File: config.mk
export PLATFORM = sky130hd
export DESIGN_NAME = serial_word_feeder
export DESIGN_NICKNAME = d
export VERILOG_FILES = /design/src/rtl/serial_word_feeder_pkg.sv /design/src/rtl/serial_word_feeder_ctr.sv /design/src/rtl/serial_word_feeder.sv
export SDC_FILE = /design/constraint.sdc
export NUM_CORES = 1
export LEC_CHECK = 0
export CORE_MARGIN = 5
export CORE_UTILIZATION = 45
export CTS_CLUSTER_DIAMETER = 150
export DETAILED_ROUTE_END_ITERATION = 16
export PLACE_DENSITY_LB_ADDON = 0.08
export SLEW_MARGIN = 30
export SYNTH_ARGS = -nofsm -noshare
export SYNTH_HDL_FRONTEND = slang
export SYNTH_SLANG_ARGS = --single-unit
File: constraint.sdc
create_clock -name clk -period 2.15 [get_ports clk]
set_input_delay 0.43 -clock clk [delete_from_list [all_inputs] [get_ports clk]]
set_output_delay 0.43 -clock clk [all_outputs]
set_load 0.01 [all_outputs]
File: src/rtl/serial_word_feeder_pkg.sv
// ----------------------------------------------------------------------------
// serial_word_feeder_pkg
// Shared definitions for the serial word feeder:
//   state_t      - feeder FSM states (IDLE, SHIFT, FLUSH, DRAIN)
//   FILL_DEFAULT - default bit value driven on SI while flushing
//   ctr_width()  - width of the downstream edge counter. It holds at most
//                  DATAWIDTH + 2**SELWIDTH - 1 shift edges, plus one spare bit.
// ----------------------------------------------------------------------------
package serial_word_feeder_pkg;

    typedef enum logic [1:0] {
        IDLE  = 2'd0,
        SHIFT = 2'd1,
        FLUSH = 2'd2,
        DRAIN = 2'd3
    } state_t;

    localparam logic FILL_DEFAULT = 1'b0;

    function automatic int ctr_width(input int data_width, input int sel_width);
        return $clog2(data_width + 2**sel_width) + 1;
    endfunction

endpackage

File: src/rtl/serial_word_feeder_ctr.sv
// ----------------------------------------------------------------------------
// serial_word_feeder_ctr
// Counts the downstream shift edges (cycles with clken high) of the current
// word. It flags do_valid in the cycle after edge e whenever
// SEL+1 <= e <= DATAWIDTH+SEL. In those cycles the tap DO = data[SEL] holds
// a payload bit. The counter saturates and never wraps within a word.
//
// Ports:
//   clk      in   rising-edge clock
//   rst      in   asynchronous active-low reset
//   clken    in   registered shift enable, as seen by the shift register
//   SEL      in   registered tap select for the current word
//   start    in   word accepted this cycle; clears the counter
//   do_valid out  registered: the downstream DO carries a payload bit
// ----------------------------------------------------------------------------
module serial_word_feeder_ctr
    import serial_word_feeder_pkg::*;
#(
    parameter int DATAWIDTH = 8,
    parameter int SELWIDTH  = 3
) (
    input  logic                clk,
    input  logic                rst,
    input  logic                clken,
    input  logic [SELWIDTH-1:0] SEL,
    input  logic                start,
    output logic                do_valid
);

    localparam int CW = ctr_width(DATAWIDTH, SELWIDTH);
    localparam logic [CW-1:0] EMAX = '1;

    logic [CW-1:0] e;
    logic [CW-1:0] e_next;
    logic [CW-1:0] win_lo;
    logic [CW-1:0] win_hi;

    // The window is tested against the post-edge count, so do_valid is
    // registered into the cycle that follows edge e.
    always_comb begin
        e_next = (e == EMAX) ? e : e + CW'(1);
        win_lo = CW'(SEL) + CW'(1);
        win_hi = CW'(SEL) + CW'(DATAWIDTH);
    end

    always_ff @(posedge clk or negedge rst) begin
        if (!rst) begin
            e        <= '0;
            do_valid <= 1'b0;
        end else if (start) begin
            e        <= '0;
            do_valid <= 1'b0;
        end else if (clken) begin
            e        <= e_next;
            do_valid <= (e_next >= win_lo) && (e_next <= win_hi);
        end else begin
            do_valid <= 1'b0;
        end
    end

endmodule

File: src/rtl/serial_word_feeder.sv
// ----------------------------------------------------------------------------
// serial_word_feeder
// Accepts parallel words over a valid/ready handshake and serialises each one
// onto SI/clken for a downstream variable-tap shift register (DO = data[SEL]).
// After the payload it shifts SEL fill bits, so every payload bit reaches DO.
// It then spends one DRAIN cycle and pulses done. Throughput is one word per
// DATAWIDTH + SEL + 2 cycles.
//
// Ports:
//   clk       in   rising-edge clock
//   rst       in   asynchronous active-low reset
//   in_valid  in   upstream word valid
//   in_ready  out  feeder can accept a word
//   in_data   in   payload word [DATAWIDTH-1:0]
//   in_sel    in   tap select for this word [SELWIDTH-1:0]
//   SI        out  serial bit to the shift register
//   clken     out  shift enable to the shift register
//   SEL       out  tap select, constant for the whole word
//   do_valid  out  downstream DO holds a payload bit this cycle
//   done      out  one-cycle pulse when the last payload bit is on DO
//
// Build option:
//   SERIAL_WORD_FEEDER_LSB_FIRST_EN - when defined, in_data[0] is shifted
//   first. When undefined (default), in_data[DATAWIDTH-1] is shifted first.
// ----------------------------------------------------------------------------
module serial_word_feeder
    import serial_word_feeder_pkg::*;
#(
    parameter int   DATAWIDTH = 8,
    parameter int   SELWIDTH  = 3,
    parameter logic FILL      = FILL_DEFAULT
) (
    input  logic                 clk,
    input  logic                 rst,
    input  logic                 in_valid,
    output logic                 in_ready,
    input  logic [DATAWIDTH-1:0] in_data,
    input  logic [SELWIDTH-1:0]  in_sel,
    output logic                 SI,
    output logic                 clken,
    output logic [SELWIDTH-1:0]  SEL,
    output logic                 do_valid,
    output logic                 done
);

    localparam int CW = ctr_width(DATAWIDTH, SELWIDTH);

    state_t               state;
    logic [DATAWIDTH-1:0] shreg;
    logic [CW-1:0]        left;
    logic                 accept;
    logic                 first_bit;
    logic                 next_bit;
    logic [DATAWIDTH-1:0] in_rest;
    logic [DATAWIDTH-1:0] sh_rest;

    assign accept = (state == IDLE) && in_valid && in_ready;

    // The first bit goes straight to SI on the accept edge. shreg keeps only
    // the bits still to send, with the next one at the outgoing end.
`ifdef SERIAL_WORD_FEEDER_LSB_FIRST_EN
    assign first_bit = in_data[0];
    assign in_rest   = in_data >> 1;
    assign next_bit  = shreg[0];
    assign sh_rest   = shreg >> 1;
`else
    assign first_bit = in_data[DATAWIDTH-1];
    assign in_rest   = in_data << 1;
    assign next_bit  = shreg[DATAWIDTH-1];
    assign sh_rest   = shreg << 1;
`endif

    // 'left' counts the cycles still to go in the current SHIFT or FLUSH
    // phase after this one. It is loaded on entry to each phase.
    always_ff @(posedge clk or negedge rst) begin
        if (!rst) begin
            state    <= IDLE;
            shreg    <= '0;
            left     <= '0;
            in_ready <= 1'b0;
            SI       <= 1'b0;
            clken    <= 1'b0;
            SEL      <= '0;
            done     <= 1'b0;
        end else begin
            case (state)
                IDLE: begin
                    if (accept) begin
                        state    <= SHIFT;
                        shreg    <= in_rest;
                        SEL      <= in_sel;
                        left     <= CW'(DATAWIDTH - 1);
                        in_ready <= 1'b0;
                        SI       <= first_bit;
                        clken    <= 1'b1;
                    end else begin
                        in_ready <= 1'b1;
                    end
                end
                SHIFT: begin
                    if (left != '0) begin
                        left  <= left - CW'(1);
                        SI    <= next_bit;
                        shreg <= sh_rest;
                    end else if (SEL != '0) begin
                        state <= FLUSH;
                        left  <= CW'(SEL) - CW'(1);
                        SI    <= FILL;
                    end else begin
                        state <= DRAIN;
                        SI    <= 1'b0;
                        clken <= 1'b0;
                        done  <= 1'b1;
                    end
                end
                FLUSH: begin
                    if (left != '0) begin
                        left <= left - CW'(1);
                    end else begin
                        state <= DRAIN;
                        SI    <= 1'b0;
                        clken <= 1'b0;
                        done  <= 1'b1;
                    end
                end
                DRAIN: begin
                    state    <= IDLE;
                    done     <= 1'b0;
                    in_ready <= 1'b1;
                end
                default: begin
                    state <= IDLE;
                end
            endcase
        end
    end

    serial_word_feeder_ctr #(
        .DATAWIDTH (DATAWIDTH),
        .SELWIDTH  (SELWIDTH)
    ) u_ctr (
        .clk      (clk),
        .rst      (rst),
        .clken    (clken),
        .SEL      (SEL),
        .start    (accept),
        .do_valid (do_valid)
    );

endmodule

; ---- Yosys cells after proc, flatten, opt, wreduce, memory -nomap -nowiden
; Cells that the tools add are included.
[word_totals]
ff_bits = 28
input_bits = 14
out_inout_bits = 8
elab_cells = 78
[op_classes]
n_addsub = 5
n_lt_le_gt_ge = 2
n_eq_ne = 11
muxes = 32
n_reduce_logical = 18
[ops]
columns = operator, count
row1 = $mux W5, 7
row2 = $mux W8, 2
row3 = $pmux W8 S2, 1
row4 = $pmux W5 S3, 1
row5 = $mux W1, 13
row6 = $ne A2 B2 Y1 const B, 6
row7 = $pmux W1 S3, 3
row8 = $reduce_and A3 Y1, 3
row9 = $reduce_bool A3 Y1, 3
row10 = $pmux W2 S4, 1
row11 = $reduce_and A4 Y1, 2
row12 = $mux W2, 3
row13 = $reduce_bool A2 Y1, 3
row14 = $add A3 B4 Y5 const B, 1
row15 = $add A5 B1 Y5 const B, 1
row16 = $eq A5 B5 Y1 const B, 1
row17 = $ge A5 B5 Y1, 1
row18 = $le A5 B5 Y1, 1
row19 = $reduce_and A5 Y1, 1
row20 = $reduce_bool A5 Y1, 1
row21 = $sub A5 B1 Y5 const B, 1
row22 = $add A3 B1 Y4 const B, 1
row23 = $eq A2 B2 Y1 const B, 2
row24 = $sub A3 B1 Y4 const B, 1
row25 = other kinds (6), 8

; ---- Longest topological paths before layout
; Gate-level depths: netlist of the first run.
[depth]
word_depth = 6
ltp_mapped = 9
mapped_depth_nobuf = 9

; ---- Cells and area by module
; Synthesis of the first run repeated with hierarchy kept, for this count alone.
[hier_totals]
hier_cells = 189
hier_area_um2 = 1819.2
[by_module_without_submodules]
columns = mod, n_inst, cells_per_inst, area_per_inst_um2, seq_area_each_um2
row1 = serial_word_feeder, 1, 131, 1288.7, 525.5
row2 = serial_word_feeder_ctr, 1, 58, 530.5, 150.1

; ---- Worst setup path after synthesis of the first run
; Ideal clock, no wire load.
[synth_path]
path_kind = register -> register
startpoint = register u_ctr.e[0]
endpoint = register u_ctr.do_valid
setup_ps = 72
arrival_ps = 2143
required_ps = 2078
slack_ps = -65
stages_incl_launch_ff = 10
n_path_buf = 0
synth_period_minus_slack_ps = 2215
cell_sequence = dfrtp_1 -> ha_1 -> nand4_1 -> mux2_2 -> ha_1 -> nor2b_1 -> o21a_1 -> o221ai_1 -> nand4b_1 -> nor2_1
[synth_between]
elab_chain_len = 6
elab_cells_between_ends = 8
cone_classes = add/sub (1) / order compare (2) / eq/ne (1) / mux (3) / reduce/logical (1)
[synth_lines]
columns = element, line_no
row1 = start: declaration, serial_word_feeder_ctr.sv:33  ; logic [CW-1:0] e;
row2 = start signal: assignment, serial_word_feeder_ctr.sv:54  ; e <= e_next;
row3 = $add A5 B1 Y5 or $eq A5 B5 Y1 (tied branches), serial_word_feeder_ctr.sv:41  ; e_next = (e == EMAX) ? e : e + CW'(1);
row4 = $mux W5 *, serial_word_feeder_ctr.sv:41
row5 = $ge A5 B5 Y1 or $le A5 B5 Y1 (tied branches), serial_word_feeder_ctr.sv:55  ; do_valid <= (e_next >= win_lo) && (e_next <= win_hi);
row6 = $logic_and A1 B1 Y1 *, serial_word_feeder_ctr.sv:55
row7 = $mux W1 *, serial_word_feeder_ctr.sv:53  ; end else if (clken) begin
row8 = $mux W1 *, serial_word_feeder_ctr.sv:50  ; end else if (start) begin
row9 = end signal: assignment, serial_word_feeder_ctr.sv:55
row10 = end: declaration, serial_word_feeder_ctr.sv:27  ; output logic do_valid
; Mark *: on every way between the ends. The rest lies on a longest branch, timed or not.
; A chain may end at the register's enable or synchronous reset.

; ---- Worst setup path in the final report of the first run
[layout_path]
startpoint = register u_ctr.e[1]
endpoint = register u_ctr.do_valid
; Same word-level chain as after synthesis.

==> summary.txt, run 1 <==
Status
  • Status: finished clean

Detailed routing
  • DRC viols: 0
  • Antenna Nets Post-Route: 0
  • DR iter-0 viols: 95
  • Detailed Routing Iterations Pass 1: 5
  • Total wire length: 3.85 mm
  • Vias: 1,453
  • DR vias/cell: 5.52
  • WL per Instance: 14.6 µm

Timing
  • Worst-margin pin slew: 0.458 ns
  • Final setup margin: 0.0352 ns
  • FMAX: 473 MHz
  • Fin. max-slew vios: 0
  • Setup TNS: 0 ns
  • Final Hold Fails: 0
  • Final setup viols: 0
  • Worst hold slack: 0.465 ns
  • Fin crit period: 2.11 ns
  • Final Cycle Share: 98.4%
  • Worst Skew: 0.00250 ns
  • Rel. slew slack: 69.4%

Global route
  • Total track usage: 14.9%
  • Global-route wire length before repair: 6.28 mm
  • Largest net degree at the start of global routing: 19
  • Grt total ovfl: 0
  • Antenna violations before repair: 0
  • Vias in the first global route: 1,405

Critical path
  • FF-to-FF End: u_ctr.do_valid$_DFF_PN0_
  • CP Class: flop to flop
  • Reg2reg path depth: 9
  • Crit-path max FO: 5
  • R2R Path Start: u_ctr.e[1]$_DFFE_PN0P_
  • R2R setup slack: 0.04 ns
  • WP data required: 2.36 ns
  • Worst setup SP type: flop
  • CP arrival: 2.32 ns
  • Critical path endpoint category: flop

Floorplanning
  • Die X: 72.1 µm
  • Core box area: 3690 µm²
  • Die footprint: 5200 µm²
  • Cell Rows: 22
  • Starting Density: 47.1%
  • Io pins: 22
  • Die Y: 72.1 µm

Finish
  • Share of cells above drive strength 1: 13.5%
  • Nets@finish: 247
  • Most common cell after layout, fill and taps aside: dfrtp_1
  • Antenna fix cells: 0
  • Final Util: 58.9%
  • Most frequent cells in the layout: dfrtp_1, clkdlybuf4s50_1, nand2_1
  • Area grow syn2layout: 24.9%

CTS
  • Worst-path clk slew: 0.09 ns
  • Cts hold-fix bufs: 0
  • Worst-Skew Late Latency: 0.27 ns
  • CTS Buf Count: 3
  • CTS Sinks: 27
  • H-Tree Depth: 1
  • Max Root-Sink Buffers: 2
  • CTS root buffer: clkbuf_8
  • CTS tree: done

Pwr
  • PwrDens: 1710 nW/µm²
  • PnR Total Power: 3700 µW
  • VDD IR max: 0.000615 V
  • Pleak: 0.000955 µW

Synth
  • Synth Warn #: 0
  • Synthesized area per cell: 9.55 µm²
  • Seq/Total Area, Yosys: 38.9%
  • Syn nets: 213
  • Synth Register Bits: 27
  • Cell count after synthesis: 182
  • EDFF count, synth: 0
  • Share of synthesized registers carrying an async set or reset: 100%
  • Ys flop type: dfrtp_1
  • Post-synthesis cell area: 1740 µm²
  • Unique masters post-synth: 45

Placement
  • Dpl ws: 0.0406 ns
  • GP Congestion: 0.844
  • Dpl hpwl: 2.85 mm
  • Port bufs: 21

Hold path
  • Hold WC Path Type: primary input to async pin

Job
  • Max-Cap Viols: 0
[worst max-delay path by stage]
stage                               end  slack, ns                    from
2_1_floorplan  u_ctr.do_valid$_DFF_PN0_       0.01  u_ctr.e[2]$_DFFE_PN0P_
3_3_place_gp   u_ctr.do_valid$_DFF_PN0_       0.10  u_ctr.e[1]$_DFFE_PN0P_
3_5_place_dp   u_ctr.do_valid$_DFF_PN0_       0.04  u_ctr.e[1]$_DFFE_PN0P_
4_1_cts        u_ctr.do_valid$_DFF_PN0_       0.02  u_ctr.e[1]$_DFFE_PN0P_
5_1_grt        u_ctr.do_valid$_DFF_PN0_      -0.09  u_ctr.e[1]$_DFFE_PN0P_
6_report       u_ctr.do_valid$_DFF_PN0_       0.04  u_ctr.e[1]$_DFFE_PN0P_
[logic make-up after synthesis]
family          Yosys count  share of synthesized area (%)
flops                    27                           38.9
mux                       9                           5.33
buf+inv                  16                           3.60
compound gates           54                           20.4
xor+xnor                  6                           3.02
fa+ha+maj                17                           12.2
simple gates             53                           16.6
[flip-flops by register name (all words and copies together), names as in the netlist]
signal,flops
left,5
u_ctr.e,5
clken,1
SI,1
in_ready,1
done,1
shreg,7
u_ctr.do_valid,1
state,2
SEL,3
[cell type report]
class                   count  area [µm²]
repair buffers             34         308
fillers                   330        1520
inverters                  11        41.3
well taps                  48        60.1
clock buffers               4        45.0
flip-flops and latches     27         677
multi-input cells         139        1040
[critical path, stage by stage, from the launching register on]
cell and delay [ns]:
dfrtp_1 0.39, ha_4 0.16, nand4_1 0.23, mux2_4 0.41, ha_4 0.22, nor2b_1 0.13, o21a_1 0.16, o221ai_1 0.14
nand4b_1 0.11, nor2_1 0.10
[Yosys cell counts, types with 2 or more instances]
library cell | number | area (µm²)
nand3_1 | 3 | 15.0
o221ai_1 | 2 | 17.5
o31ai_1 | 3 | 22.5
nand2b_1 | 2 | 12.5
nor2b_1 | 2 | 12.5
dfrtp_1 | 27 | 676
a31oi_1 | 5 | 31.3
o21ai_0 | 7 | 35.0
o21a_1 | 3 | 22.5
nand2_1 | 19 | 71.3
a21oi_1 | 16 | 80.1
mux2i_1 | 7 | 70.1
a21o_1 | 2 | 15.0
nor3_1 | 2 | 10.0
xnor2_1 | 5 | 43.8
nand4_1 | 2 | 12.5
clkbuf_1 | 3 | 11.3
nor2_1 | 13 | 48.8
buf_2 | 2 | 10.0
ha_1 | 17 | 213
a2bb2oi_1 | 2 | 17.5
o21ai_1 | 5 | 25.0
inv_1 | 11 | 41.3
[layer usage]
metal	vias up	GRT usage [%]	share of wire, %
met3	7	2.22	3.5
met2	27	25.9	49
met1	698	18.9	46
met4	0	5.01	1.3
met5	-	0	0
li1	721	-	-
[stage by stage]
stage          area, µm²  cells
5_1_grt             2170    263
4_1_cts             2120    259
3_5_place_dp        2070    255
3_3_place_gp        2070    255
2_1_floorplan       1760    182
6_report            2170    263
[power breakdown]
part	internal, µW	switching (µW)
clock	133	160
sequential	754	217
combinational	1200	1240
[repair_timing]
action | in CTS | in global routing
setup buffers | 0 | 4
resized for setup | 0 | 3
endpoints found under the setup margin | 0 | 1
endpoints found under the hold margin | 0 | 0
(Power assumes the default switching activity.)
==> run 2: changes to the inputs <==
--- a/config.mk
+++ b/config.mk
@@ -5,7 +5,6 @@
 export SDC_FILE = /design/constraint.sdc
 export NUM_CORES = 1
 export LEC_CHECK = 0
-export CORE_MARGIN = 5
 export CORE_UTILIZATION = 45
 export CTS_CLUSTER_DIAMETER = 150
 export DETAILED_ROUTE_END_ITERATION = 16
==> run 2 against run 1 <==
  * Global-route usage grew 4.7 points
  * Die area is 21% lower
  * The flow now finishes with violations (negative setup slack)
  * Cell count is 0.38% lower
  * Setup slack got worse by 0.036 ns
  * Highest routed layer unchanged
  * Sequential power down 1%
  * Design area increased by 0.63%
==> summary.txt, run 2 (synthesis results as in run 1) <==
Status
  • Status: finished, violations left
  • Failing checks: negative setup slack

Global route
  • Largest net degree at the start of global routing: 28
  • M3 GR Usage: 2.32%
  • Total track usage: 19.7%
  • Met1 usage: 25.7%
  • Grt total ovfl: 0
  • Antenna violations before repair: 0
  • Global-route wire length before repair: 6.42 mm
  • Grt peak-use layer: met2
  • Grt met2 use: 34.7%
  • Vias in the first global route: 1,450

Floorplanning
  • Die Y: 64.1 µm
  • Starting Density: 47.1%
  • Die X: 64.1 µm
  • Io pins: 22
  • Cell Rows: 22
  • Die footprint: 4110 µm²
  • Core box area: 3690 µm²

Detailed routing
  • DR iter-0 viols: 78
  • DRC viols: 0
  • WL per Instance: 14.2 µm
  • Vias: 1,454
  • DR vias/cell: 5.55
  • Detailed Routing Iterations Pass 1: 4
  • Antenna Nets Post-Route: 0
  • Total wire length: 3.71 mm

Timing
  • Worst-margin pin slew: 0.471 ns
  • FMAX: 465 MHz
  • Setup TNS: -0.000869 ns
  • Final Hold Fails: 0
  • Final Cycle Share: 100%
  • Rel. slew slack: 68.2%
  • RSZ-0062 raised after global routing: true
  • Fin crit period: 2.15 ns
  • Final setup margin: -0.000869 ns
  • Fin. max-slew vios: 0
  • Worst Skew: 0.00923 ns
  • Final setup viols: 1
  • Worst hold slack: 0.506 ns

CTS
  • Cts hold-fix bufs: 0
  • CTS Sinks: 27
  • CTS root buffer: clkbuf_8
  • CTS Buf Count: 3
  • CTS tree: done
  • Worst-Skew Late Latency: 0.27 ns
  • Max Root-Sink Buffers: 2
  • Worst-path clk slew: 0.09 ns
  • H-Tree Depth: 1

Placement
  • Port bufs: 21
  • Dpl hpwl: 2.78 mm
  • GP Congestion: 0.859
  • Dpl ws: -0.0439 ns

Critical path
  • CP Class: flop to flop
  • WP data required: 2.31 ns
  • Worst setup SP type: flop
  • Largest stage delay, worst path: 0.41 ns
  • CP Cell Sequence: ha_4 -> nand4_1 -> xnor2_2 -> ha_1 -> nand2b_1 -> a21o_1 -> a21o_1 -> a21oi_2 -> nor2_1
  • CP max-delay cell: dfrtp_1
  • R2R setup slack: -0.0009 ns
  • Crit-path max FO: 3
  • Critical path endpoint category: flop
  • CP arrival: 2.31 ns
  • CP dominant cell by count: a21o_1

Finish
  • Largest registers: shreg: 7 flops, left: 5 flops, u_ctr.e: 5 flops
  • Nets@finish: 246
  • Area grow syn2layout: 25.7%
  • Most frequent cells in the layout: dfrtp_1, clkdlybuf4s50_1, nand2_1
  • Max reg flops: 7
  • Most common cell after layout, fill and taps aside: dfrtp_1
  • Antenna fix cells: 0
  • Largest Register: shreg
  • Share of cells above drive strength 1: 14.5%
  • Final Util: 59.2%

Pwr
  • VDD IR max: 0.000802 V
  • PwrDens: 1710 nW/µm²
  • Pleak: 0.000949 µW

Hold path
  • Hold WC Path Type: flop to flop

Job
  • Max-Cap Viols: 0
[run 2: power by group]
| part | switching, µW | total [µW] | internal (µW) |
|---|---|---|---|
| Combinational | 1300 | 2490 | 1190 |
| Sequential | 208 | 961 | 754 |
| Clock | 152 | 284 | 133 |
| Total | 1660 | 3730 | 2080 |
[run 2: worst paths after layout]
path / from / to / cells after the start
min reg2reg: done$_DFFE_PN0P_ / done$_DFFE_PN0P_ / 2
max: u_ctr.e[1]$_DFFE_PN0P_ / u_ctr.do_valid$_DFF_PN0_ / 9
max reg2reg: u_ctr.e[1]$_DFFE_PN0P_ / u_ctr.do_valid$_DFF_PN0_ / 9
min in group asynchronous: rst / left[1]$_DFFE_PN0P_ / 2
min: done$_DFFE_PN0P_ / done$_DFFE_PN0P_ / 2
max in group asynchronous: rst / u_ctr.e[0]$_DFFE_PN0P_ / 2
[run 2: repair_timing]
action                     in CTS  in global routing
buffers inserted                3                  0
setup endpoints to repair       1                  1
cloned                          0                  0
pin swaps                       1                  5
gates resized for setup         1                  5
[run 2: final cells by class]
cell class	count	area (µm²)
Multi-Input combinational cell	139	1060
Sequential cell	27	677
Clock buffer	4	45.0
Tap cell	48	60.1
Fill cell	354	1500
Inverter	11	41.3
Timing Repair Buffer	33	300
[run 2: through the flow]
| stage | cells | power [µW] | area [µm²] |
|---|---|---|---|
| 5_1_grt | 262 | 4080 | 2180 |
| 3_5_place_dp | 255 | 3290 | 2070 |
| 6_report | 262 | 3730 | 2180 |
| 4_1_cts | 262 | 3630 | 2150 |
| 2_1_floorplan | 182 | 2630 | 1760 |
| 3_3_place_gp | 255 | 3190 | 2070 |
[run 2: per-layer routing]
metal  part of all wire, %  up-vias
met4                  0.89        0
met2                    49       39
met3                   4.1        6
met1                    46      695
li1                      -      714
met5                     0        -
[run 2: critical path, delay by kind of cell (launching register included)]
| kind | cells | cell delay, ns |
|---|---|---|
| AOI/OAI and AO/OA | 3 | 0.52 |
| xor gates and xnor gates | 1 | 0.26 |
| adders and majority gates | 2 | 0.44 |
| DFF | 1 | 0.41 |
| and+or+nand+nor | 3 | 0.42 |
==> run 3: changes to the inputs <==
--- a/config.mk
+++ b/config.mk
@@ -8,6 +8,7 @@
 export CORE_UTILIZATION = 45
 export CTS_CLUSTER_DIAMETER = 150
 export DETAILED_ROUTE_END_ITERATION = 16
+export HOLD_SLACK_MARGIN = 0.05
 export PLACE_DENSITY_LB_ADDON = 0.08
 export SLEW_MARGIN = 30
 export SYNTH_ARGS = -nofsm -noshare
==> results of run 3 <==
The final DEF is identical to that of run 2; final timing and power are the same.
